<file path="src/rtl/mult_div_unit_pkg.sv">
// mult_div_unit_pkg: op and state encodings plus iteration count shared by the multiply/divide unit and its bench
package mult_div_unit_pkg;
  typedef enum logic [1:0] {MD_MULT = 2'd0, MD_MULTU = 2'd1, MD_DIV = 2'd2, MD_DIVU = 2'd3} md_op_t;
  typedef enum logic [1:0] {MD_IDLE = 2'd0, MD_RUN = 2'd1, MD_FIX = 2'd2} md_state_t;
  localparam int MD_ITER = 32;
endpackage

</file>
<file path="src/rtl/mult_div_unit_if.sv">
// mult_div_unit_if: issue/flush/mthi/mtlo requests from decode (master) to the unit (slave); busy/done/hi/lo back
interface mult_div_unit_if;
  import mult_div_unit_pkg::*;
  logic md_start;
  md_op_t md_op;
  logic [31:0] md_op_x;
  logic [31:0] md_op_y;
  logic md_flush;
  logic mthi_we;
  logic mtlo_we;
  logic [31:0] md_wdata;
  logic md_busy;
  logic md_done;
  logic [31:0] hi;
  logic [31:0] lo;
  modport master (output md_start, md_op, md_op_x, md_op_y, md_flush, mthi_we, mtlo_we, md_wdata, input md_busy, md_done, hi, lo);
  modport slave (input md_start, md_op, md_op_x, md_op_y, md_flush, mthi_we, mtlo_we, md_wdata, output md_busy, md_done, hi, lo);
endinterface

</file>
<file path="src/rtl/md_step.sv">
// md_step: one radix-2 iteration; is_div selects restoring shift-subtract, else shift-add; acc_hi/acc_lo/b in, nxt_hi/nxt_lo out
module md_step (
  input  logic        is_div,
  input  logic [31:0] acc_hi,
  input  logic [31:0] acc_lo,
  input  logic [31:0] b,
  output logic [31:0] nxt_hi,
  output logic [31:0] nxt_lo
);
  logic [32:0] sum, shl, diff;
  always_comb begin
    sum = {1'b0, acc_hi} + (acc_lo[0] ? {1'b0, b} : 33'd0);
    shl = {acc_hi, acc_lo[31]};
    diff = shl - {1'b0, b};
    nxt_hi = is_div ? (diff[32] ? shl[31:0] : diff[31:0]) : sum[32:1];
    nxt_lo = is_div ? {acc_lo[30:0], ~diff[32]} : {sum[0], acc_lo[31:1]};
  end
endmodule

</file>
<file path="src/rtl/mult_div_unit.sv">
// mult_div_unit: 34-cycle iterative MULT/MULTU/DIV/DIVU owning HI/LO; ports clk, rst, md (slave: issue, flush, mthi/mtlo in; busy, done, hi, lo out)
module mult_div_unit
  import mult_div_unit_pkg::*;
(
  input logic clk,
  input logic rst,
  mult_div_unit_if.slave md
);
  md_state_t state, state_nxt;
  logic [4:0] cnt;
  logic [31:0] acc_hi, acc_lo, b_q, x_q, step_hi, step_lo, res_hi, res_lo, ax, ay;
  logic [63:0] prod;
  logic div_q, qs_q, rs_q, dz_q, sgn, is_div, go, wr_ok;
  md_step u_step (.is_div(div_q), .acc_hi(acc_hi), .acc_lo(acc_lo), .b(b_q), .nxt_hi(step_hi), .nxt_lo(step_lo));
  assign md.md_busy = state != MD_IDLE;
  always_ff @(posedge clk) state <= rst ? MD_IDLE : state_nxt;
  always_comb begin
    state_nxt = md.md_flush ? MD_IDLE
              : state == MD_IDLE ? (md.md_start ? MD_RUN : MD_IDLE)
              : state == MD_RUN ? (cnt == 5'd0 ? MD_FIX : MD_RUN)
              : MD_IDLE;
  end
  always_comb begin
    sgn = md.md_op == MD_MULT || md.md_op == MD_DIV;
    is_div = md.md_op == MD_DIV || md.md_op == MD_DIVU;
    ax = (sgn && md.md_op_x[31]) ? -md.md_op_x : md.md_op_x;
    ay = (sgn && md.md_op_y[31]) ? -md.md_op_y : md.md_op_y;
    go = state == MD_IDLE && md.md_start && !md.md_flush;
    wr_ok = state == MD_IDLE && !md.md_flush;
    prod = qs_q ? -{acc_hi, acc_lo} : {acc_hi, acc_lo};
    res_lo = !div_q ? prod[31:0] : dz_q ? 32'hFFFFFFFF : qs_q ? -acc_lo : acc_lo;
    res_hi = !div_q ? prod[63:32] : dz_q ? x_q : rs_q ? -acc_hi : acc_hi;
  end
  // Multiply keeps the multiplier in acc_lo and shifts the product in from the top;
  // divide keeps the dividend in acc_lo and shifts quotient bits in from the bottom.
  always_ff @(posedge clk) begin
    if (rst) begin
      md.hi <= '0;
      md.lo <= '0;
      md.md_done <= 1'b0;
      cnt <= '0;
      acc_hi <= '0;
      acc_lo <= '0;
      b_q <= '0;
      x_q <= '0;
      div_q <= 1'b0;
      qs_q <= 1'b0;
      rs_q <= 1'b0;
      dz_q <= 1'b0;
    end else begin
      md.md_done <= state == MD_FIX && !md.md_flush;
      if (wr_ok && md.mthi_we) md.hi <= md.md_wdata;
      if (wr_ok && md.mtlo_we) md.lo <= md.md_wdata;
      if (go) begin
        div_q <= is_div;
        x_q <= md.md_op_x;
        b_q <= is_div ? ay : ax;
        acc_lo <= is_div ? ax : ay;
        acc_hi <= '0;
        qs_q <= sgn && (md.md_op_x[31] ^ md.md_op_y[31]);
        rs_q <= sgn && md.md_op_x[31];
        dz_q <= is_div && md.md_op_y == '0;
        cnt <= 5'(MD_ITER - 1);
      end
      if (state == MD_RUN) begin
        acc_hi <= step_hi;
        acc_lo <= step_lo;
        cnt <= cnt - 5'd1;
      end
      if (state == MD_FIX && !md.md_flush) begin
        md.hi <= res_hi;
        md.lo <= res_lo;
      end
    end
  end
endmodule
</file>
<file path="src/flat_wrapper.sv">
// flat-port wrapper written by rule: the top's interface ports become plain ports
module mult_div_unit_flat import mult_div_unit_pkg::*;
  (clk, rst, md_md_start, md_md_op, md_md_op_x, md_md_op_y, md_md_flush, md_mthi_we, md_mtlo_we, md_md_wdata, md_md_busy, md_md_done, md_hi, md_lo);
  mult_div_unit_if md_i ();
  input logic clk;
  input logic rst;
  input wire logic [$bits(md_i.md_start)-1:0] md_md_start;
  input wire logic [$bits(md_i.md_op)-1:0] md_md_op;
  input wire logic [$bits(md_i.md_op_x)-1:0] md_md_op_x;
  input wire logic [$bits(md_i.md_op_y)-1:0] md_md_op_y;
  input wire logic [$bits(md_i.md_flush)-1:0] md_md_flush;
  input wire logic [$bits(md_i.mthi_we)-1:0] md_mthi_we;
  input wire logic [$bits(md_i.mtlo_we)-1:0] md_mtlo_we;
  input wire logic [$bits(md_i.md_wdata)-1:0] md_md_wdata;
  output wire logic [$bits(md_i.md_busy)-1:0] md_md_busy;
  output wire logic [$bits(md_i.md_done)-1:0] md_md_done;
  output wire logic [$bits(md_i.hi)-1:0] md_hi;
  output wire logic [$bits(md_i.lo)-1:0] md_lo;
  assign md_i.md_start = md_md_start;
  assign md_i.md_op = md_md_op;
  assign md_i.md_op_x = md_md_op_x;
  assign md_i.md_op_y = md_md_op_y;
  assign md_i.md_flush = md_md_flush;
  assign md_i.mthi_we = md_mthi_we;
  assign md_i.mtlo_we = md_mtlo_we;
  assign md_i.md_wdata = md_md_wdata;
  assign md_md_busy = md_i.md_busy;
  assign md_md_done = md_i.md_done;
  assign md_hi = md_i.hi;
  assign md_lo = md_i.lo;
  mult_div_unit u_core (.clk(clk), .rst(rst), .md(md_i));
endmodule
</file>
<file path="config.mk">
export PLATFORM = sky130hd
export DESIGN_NAME = mult_div_unit_flat
export DESIGN_NICKNAME = d
export VERILOG_FILES = /design/src/rtl/mult_div_unit_pkg.sv /design/src/rtl/mult_div_unit_if.sv /design/src/rtl/md_step.sv /design/src/rtl/mult_div_unit.sv /design/src/flat_wrapper.sv
export SDC_FILE = /design/constraint.sdc
export NUM_CORES = 1
export LEC_CHECK = 0
export BUFFER_PORTS_ARGS = -buffer_cell sky130_fd_sc_hd__clkbuf_2
export CAP_MARGIN = 25
export CORE_ASPECT_RATIO = 1.5
export CORE_MARGIN = 2
export CORE_UTILIZATION = 45
export DETAILED_ROUTE_END_ITERATION = 8
export PLACE_DENSITY = 0.68
export SLEW_MARGIN = 20
export SYNTH_ARGS = -nofsm -noshare
export SYNTH_HDL_FRONTEND = slang
export SYNTH_HIERARCHICAL = 1
export SYNTH_SLANG_ARGS = --single-unit
</file>
<file path="constraint.sdc">
create_clock -name clk -period 4.3 [get_ports clk]
set_input_delay 1.075 -clock clk [delete_from_list [all_inputs] [get_ports clk]]
set_output_delay 1.075 -clock clk [all_outputs]
set_load 0.005 [all_outputs]
</file>
==> results of run 1 <==
==> worst max-delay path by stage <==
stage                     slack [ns]  depth (start not counted)                          start                        endpoint
after floorplan                 1.07                         15  u_core/acc_lo[0]$_SDFFE_PP0P_  u_core/acc_hi[31]$_SDFFE_PP0P_
after global placement          0.58                          7                  md_md_op_x[2]     u_core/b_q[25]$_SDFFE_PP0P_
after detailed placement        0.59                          7                 md_md_op_y[12]     u_core/b_q[25]$_SDFFE_PP0P_
after CTS                       0.60                         13  u_core/acc_hi[4]$_SDFFE_PP0P_   u_core/acc_hi[0]$_SDFFE_PP0P_
after global routing            0.35                         13  u_core/acc_hi[4]$_SDFFE_PP0P_   u_core/acc_hi[0]$_SDFFE_PP0P_
final                           0.60                         13  u_core/acc_hi[4]$_SDFFE_PP0P_   u_core/acc_hi[0]$_SDFFE_PP0P_
==> report_power, final <==
group | internal [mW] | switching [mW] | leakage (nW) | total [mW]
clock | 1.08 | 0.914 | 0.345 | 2.00
sequential | 1.99 | 0.134 | 1.67 | 2.12
combinational | 0.576 | 0.990 | 5.80 | 1.57
total | 3.65 | 2.04 | 7.81 | 5.68
==> registers in the layout, summed over array words and instances (netlist names) <==
register,count
u_core/x_q,32
u_core/b_q,32
u_core/qs_q,1
u_core/cnt,5
u_core/acc_lo,32
u_core/rs_q,1
u_core/dz_q,1
u_core/acc_hi,32
u_core/md.lo,32
u_core/div_q,1
u_core/md.hi,32
u_core/md.md_done,1
u_core/state,2
==> through the flow <==
| stage | utilization, % | area [sq um] | worst slack [ns] | cells | hold slack [ns] |
|---|---|---|---|---|---|
| finish | 51.7 | 19800 | 0.597 | 3036 | 0.452 |
| global route | 51.7 | 19800 | 0.349 | 3032 | 0.474 |
| CTS | 51.7 | 19800 | 0.599 | 3032 | 0.454 |
| detailed placement | 49.7 | 19100 | 0.587 | 2990 | 0.445 |
| global placement | 49.7 | 19000 | 0.582 | 2989 | 0.442 |
| floorplan | - | 17500 | 1.07 | 2400 | 0.427 |
==> cell type report <==
| class | count | area share [%] |
|---|---|---|
| multi-input combinational | 1953 | 62.9 |
| antenna | 4 | 0.0505 |
| sequential | 204 | 20.6 |
| inverter | 75 | 1.42 |
| clock inverter | 14 | 0.708 |
| timing repair buffer | 263 | 8.11 |
| tap | 495 | 3.13 |
| clock buffer | 28 | 3.05 |
==> kinds of logic (layout without fill, tap and decap cells) <==
| family | after synthesis | in the layout | share of synthesized area [%] |
|---|---|---|---|
| multiplexers | 80 | 80 | 4.85 |
| buffers and inverters | 243 | 380 | 5.41 |
| other | 0 | 4 | 0 |
| flip-flops | 204 | 204 | 23.4 |
| AO/OA/AOI/OAI | 778 | 778 | 29.3 |
| AND/OR/NAND/NOR | 867 | 867 | 23.8 |
| adder cells (fa/ha/maj) | 72 | 72 | 5.25 |
| XOR/XNOR | 156 | 156 | 7.94 |
==> cell usage after synthesis (all sizes together), types with 44 or more instances <==
library cell,number
dfxtp,204
nand3,78
o221ai,50
mux2i,44
nor2,204
clkbuf,142
inv,72
nand2,294
nor3,44
a21oi,277
o21ai,113
xnor2,101
ha,70
xor2,55
==> layer usage <==
layer	wire length (um)	vias up	part of all wire (%)	track usage, %
met2	38000	997	48	65.0
li1	-	9073	-	-
met3	5650	267	7.2	5.02
met5	27	-	0.034	0
met1	29200	9599	37	44.9
met4	6020	4	7.6	24.1
==> critical path, cell delays in order (launching register included) <==
cell     delay (ns)
dfxtp_1        0.60
ha_1           0.36
a21oi_1        0.20
nand2_1        0.07
o21a_1         0.23
o31ai_1        0.54
a21oi_2        0.17
o21ai_2        0.27
xnor2_4        0.15
buf_12         0.30
mux2_2         0.37
a21oi_1        0.15
nand2_1        0.06
a21oi_1        0.13
==> summary.md, run 1 <==
| Metric | Value |
|---|---|
| Status | `finished, final reports clean` |
| Post-synth top area share | `23.4%` |
| Vias in the first global route | `18.9k` |
| Dominant cells by area after synthesis | `dfxtp_1, a21oi_1, nand2_1` |
| Register-to-register setup slack | `about 0.60 ns` |
| IO Pins | `170` |
| Gr usage total | `a little under two fifths` |
| Final setup fails | `0` |
| Synthesis warning total | `6` |
| Pleak | `a little under 8 nW` |
| Final ANT Viol Nets | `0` |
| Cell taking the most area after synthesis | `dfxtp_1` |
| Die ar. | `40400 sq um` |
| RSZ-0062 raised after global routing | `false` |
| Max Slew Vio Count | `0` |
| CP Capture Type | `flop` |
| Total gr overflow | `0` |
| PD cells | `roughly 290 nW/um^2` |
| Post-cts resize count | `0` |
| FF/Latch Area | `4090 sq um` |
| Worst r2r src | `u_core/acc_hi[4]$_SDFFE_PP0P_` |
| Fill count | `3845` |
| Multi-input gate area | `12500 sq um` |
| DIE HEIGHT | `245 um` |
| Ratio of cells with drive above 1 in the final layout | `15.5%` |
| Num CTS Buffers | `23` |
| Final Total Pwr | `about 5.7 mW` |
| CTS tree | `built` |
| Crit-path max FO | `46` |
| Starting Density | `45.5%` |
| P&R area growth vs syn | `13.5%` |
| Post-Syn Area per Cell | `7.27 sq um` |
| Die width | `165 um` |
| Top FF cell, synth | `dfxtp_1` |
| Least-Margin Pin Slew | `1.10 ns` |
| CTS root buffer | `clkbuf_16` |
| Worst-path clk slew | `0.07 ns` |
| Post-synth ARST share | `0%` |
| Post-synthesis cell type count | `92` |
| Sequential cell area fraction in the yosys report | `23.4%` |
| DRC | `0` |
| Peak VDD IR | `~0.3 mV` |
| Fmax | `~270 MHz` |
| RePlAce Congestion | `1.04` |
| Hold-fix buffers, CTS | `0` |
| WP data arrival | `4.17 ns` |
| EDFF count, synth | `0` |
| Largest net degree at the start of global routing | `around 90` |
| Detailed Place HPWL | `around 61 mm` |
| Yosys reg bits | `204` |
| Row count | `88` |
| Final #Nets | `2696` |
| Hold_sp | `u_core/md.lo[18]$_SDFFE_PP0P_` |
| Worst Hold Path EP | `u_core/md.lo[18]$_SDFFE_PP0P_` |
| Most frequent cells in the layout | `nand2_1, a21oi_1, nor2_1, dfxtp_1, clkbuf_2` |
| First-pass GRT wire length | `117 mm` |
| Max-cap viol count | `0` |
| Worst-skew pair later-pin latency | `0.56 ns` |
| Syn_nets | `2576` |
| Mapped Cells | `2400` |
| Via density | `6.57` |
| Mean routed wirelength per cell | `26.0 um` |
| Initial antenna violation count | `3` |
| Worst slew margin | `a little over a quarter` |
| Starting DRT DRC Count | `2052` |
| Leading cell type in the layout, fill and taps excluded | `nand2_1` |
| DR vias | `19.9k` |
| Final hold vios | `0` |
| Hold Path Depth | `2` |
| CP startpoint kind | `flop` |
| Post-CTS setup buffers | `0` |
| Final Critical Period | `between 3 and 4 ns` |
| Number of port buffers | `169` |
| Synthesized area | `17500 sq um` |
| Setup TNS | `0 ns` |
| Clock skew | `approximately 0.034 ns` |
| CTS Sinks | `204` |
| First-pass DRT Iterations | `6` |
| Kind of critical path | `reg -> reg` |
| CTS H-tree lvls | `1` |
| Total core area | `38300 sq um` |
| Final WL | `79.0 mm` |
| Crit share post-route | `86.1%` |
| Clk buf depth | `3` |
| Worst EP required | `around 4.8 ns` |
| Tightest Hold Check Type | `reg -> reg` |
| R2r worst-path depth | `13` |
| Capturing point of the worst reg2reg path | `u_core/acc_hi[0]$_SDFFE_PP0P_` |
No activity file was read; power rests on OpenSTA's default activity.
==> run 2: changes to the inputs <==
--- a/config.mk
+++ b/config.mk
@@ -10,6 +10,7 @@
 export CORE_ASPECT_RATIO = 1.5
 export CORE_MARGIN = 2
 export CORE_UTILIZATION = 45
+export CTS_BUF_LIST = sky130_fd_sc_hd__clkbuf_8
 export DETAILED_ROUTE_END_ITERATION = 8
 export PLACE_DENSITY = 0.68
 export SLEW_MARGIN = 20
==> summary.md, run 2 (synthesis gave the netlist of run 1 again) <==
| Metric | Value |
|---|---|
| CP Capture Type | `flop` |
| Final Critical Period | `3.70 ns` |
| Most frequent cells in the layout | `nand2_1, a21oi_1, nor2_1, dfxtp_1, clkbuf_2` |
| CTS tree | `built` |
| Starting Density | `45.5%` |
| Kind of critical path | `reg -> reg` |
| WP data arrival | `around 4.2 ns` |
| CTS Sinks | `204` |
| Placed inst area | `19100 sq um` |
| Detailed Place HPWL | `60.8 mm` |
| Final Cell Area | `19800 sq um` |
| DRC | `0` |
| DR vias | `20.0k` |
| Delay of the slowest critical-path stage | `0.60 ns` |
| Crit share post-route | `86.1%` |
| First-pass GRT wire length | `approximately 120 mm` |
| Status | `finished, final reports clean` |
| Vias in the first global route | `19.0k` |
| Post-cts resize count | `0` |
| Peak VDD IR | `0.238 mV` |
| Hold-fix buffers, CTS | `0` |
| Die ar. | `between 40000 and 50000 sq um` |
| Max-cap viol count | `0` |
| CTS root buffer | `clkbuf_8` |
| Total gr overflow | `0` |
| Register-to-register setup slack | `0.60 ns` |
| Worst path cell trace | `ha_1 > a21oi_1 > nand2_1 > o21a_1 > o31ai_1 > a21oi_2 > o21ai_2 > xnor2_4 > buf_12 > mux2_2 > a21oi_1 > nand2_1 > a21oi_1` |
| Worst EP required | `~4.8 ns` |
| Final setup fails | `0` |
| P&R area growth vs syn | `13.4%` |
| CP startpoint kind | `flop` |
| RePlAce Congestion | `1.04` |
| Num CTS Buffers | `36` |
| Critical Path Slowest Stage Cell | `dfxtp_1` |
| Row count | `~90` |
| Die width | `~160 um` |
| Final hold vios | `0` |
| Worst-path clk slew | `0.06 ns` |
| Worst slew margin | `roughly 25%` |
| RSZ-0062 raised after global routing | `false` |
| Worst-skew pair later-pin latency | `0.60 ns` |
| Final Total Pwr | `5.61 mW` |
| Setup TNS | `0 ns` |
| CTS H-tree lvls | `2` |
| Number of port buffers | `169` |
| Final WL | `approximately 80 mm` |
| Pleak | `7.88 nW` |
| Via density | `6.56` |
| Bufs and invs on worst path | `1` |
| DIE HEIGHT | `245 um` |
| PD cells | `284 nW/um^2` |
| Clock skew | `0.0369 ns` |
| Crit-path max FO | `46` |
| Gr usage total | `between 30% and 40%` |
| Largest net degree at the start of global routing | `91` |
| Max Slew Vio Count | `0` |
| Crit path max-delay family | `compound AO/OA/AOI/OAI gates` |
| Final #Nets | `approximately 2.7k` |
| Initial antenna violation count | `4` |
| Ratio of cells with drive above 1 in the final layout | `15.9%` |
| IO Pins | `170` |
| Most used cell, CP | `a21oi_1` |
| Tightest Hold Check Type | `reg -> reg` |
| Fmax | `approximately 270 MHz` |
| Clk buf depth | `3` |
| Least-Margin Pin Slew | `about 1.1 ns` |
| Post-CTS setup buffers | `0` |
| Total core area | `38300 sq um` |
| Starting DRT DRC Count | `2160` |
| Leading cell type in the layout, fill and taps excluded | `nand2_1` |
| Final ANT Viol Nets | `0` |
| First-pass DRT Iterations | `6` |
| Mean routed wirelength per cell | `~26 um` |
==> run 2: cell count changes in the layout (fill, tap and decap cells not counted), sizes merged <==
| cell | change |
|---|---|
| diode | -3 |
| bufinv | -1 |
| inv | +8 |
| clkbuf | +19 |
| clkinvlp | -4 |
==> run 2: worst register-to-register path, delay by kind of cell, from the launching register on <==
family,cells,cell delay (ns)
multiplexers,1,0.39
buffers and inverters,1,0.30
AO/OA/AOI/OAI,7,1.67
AND/OR/NAND/NOR,2,0.13
flip-flops,1,0.60
XOR/XNOR,1,0.15
adder cells (fa/ha/maj),1,0.36
==> run 2: power by group <==
| group | switching, mW | total (mW) | internal (mW) | leakage (nW) |
|---|---|---|---|---|
| combinational | 0.994 | 1.57 | 0.576 | 5.80 |
| clock | 0.934 | 1.92 | 0.984 | 0.414 |
| sequential | 0.134 | 2.12 | 1.99 | 1.67 |
| total | 2.06 | 5.61 | 3.55 | 7.88 |
==> run 2: cell type report <==
type                       count  area [sq um]
antenna                        1          2.50
clock buffer                  47           647
clock inverter                17          88.8
fill                        3863         18500
inverter                      75           282
multi-input combinational   1953         12500
sequential                   204          4090
tap                          495           619
timing repair buffer         263          1610
==> run 2: routing by layer <==
metal	GRT usage, %	wire length, um	part of all wire, %
met4	25.3	6090	7.6
met3	5.80	5760	7.2
met5	0	27	0.034
met1	45.2	29600	37
met2	65.2	38400	48
==> run 2: per-stage QoR <==
| step | cells | setup WS [ns] | hold slack (ns) | utilization (%) |
|---|---|---|---|---|
| after global routing | 3055 | 0.348 | 0.474 | 51.6 |
| after global placement | 2989 | 0.582 | 0.442 | 49.7 |
| after CTS | 3054 | 0.597 | 0.453 | 51.6 |
| after floorplan | 2400 | 1.07 | 0.427 | - |
| final | 3055 | 0.599 | 0.452 | 51.6 |
| after detailed placement | 2990 | 0.587 | 0.445 | 49.7 |
==> run 2: path summary, 6_finish.rpt <==
kind	startpoint	end	cells past startpoint
setup / recovery	u_core/acc_hi[4]$_SDFFE_PP0P_	u_core/acc_hi[0]$_SDFFE_PP0P_	13
hold / removal	u_core/md.lo[18]$_SDFFE_PP0P_	u_core/md.lo[18]$_SDFFE_PP0P_	2
setup reg to reg	u_core/acc_hi[4]$_SDFFE_PP0P_	u_core/acc_hi[0]$_SDFFE_PP0P_	13
hold reg to reg	u_core/md.lo[18]$_SDFFE_PP0P_	u_core/md.lo[18]$_SDFFE_PP0P_	2
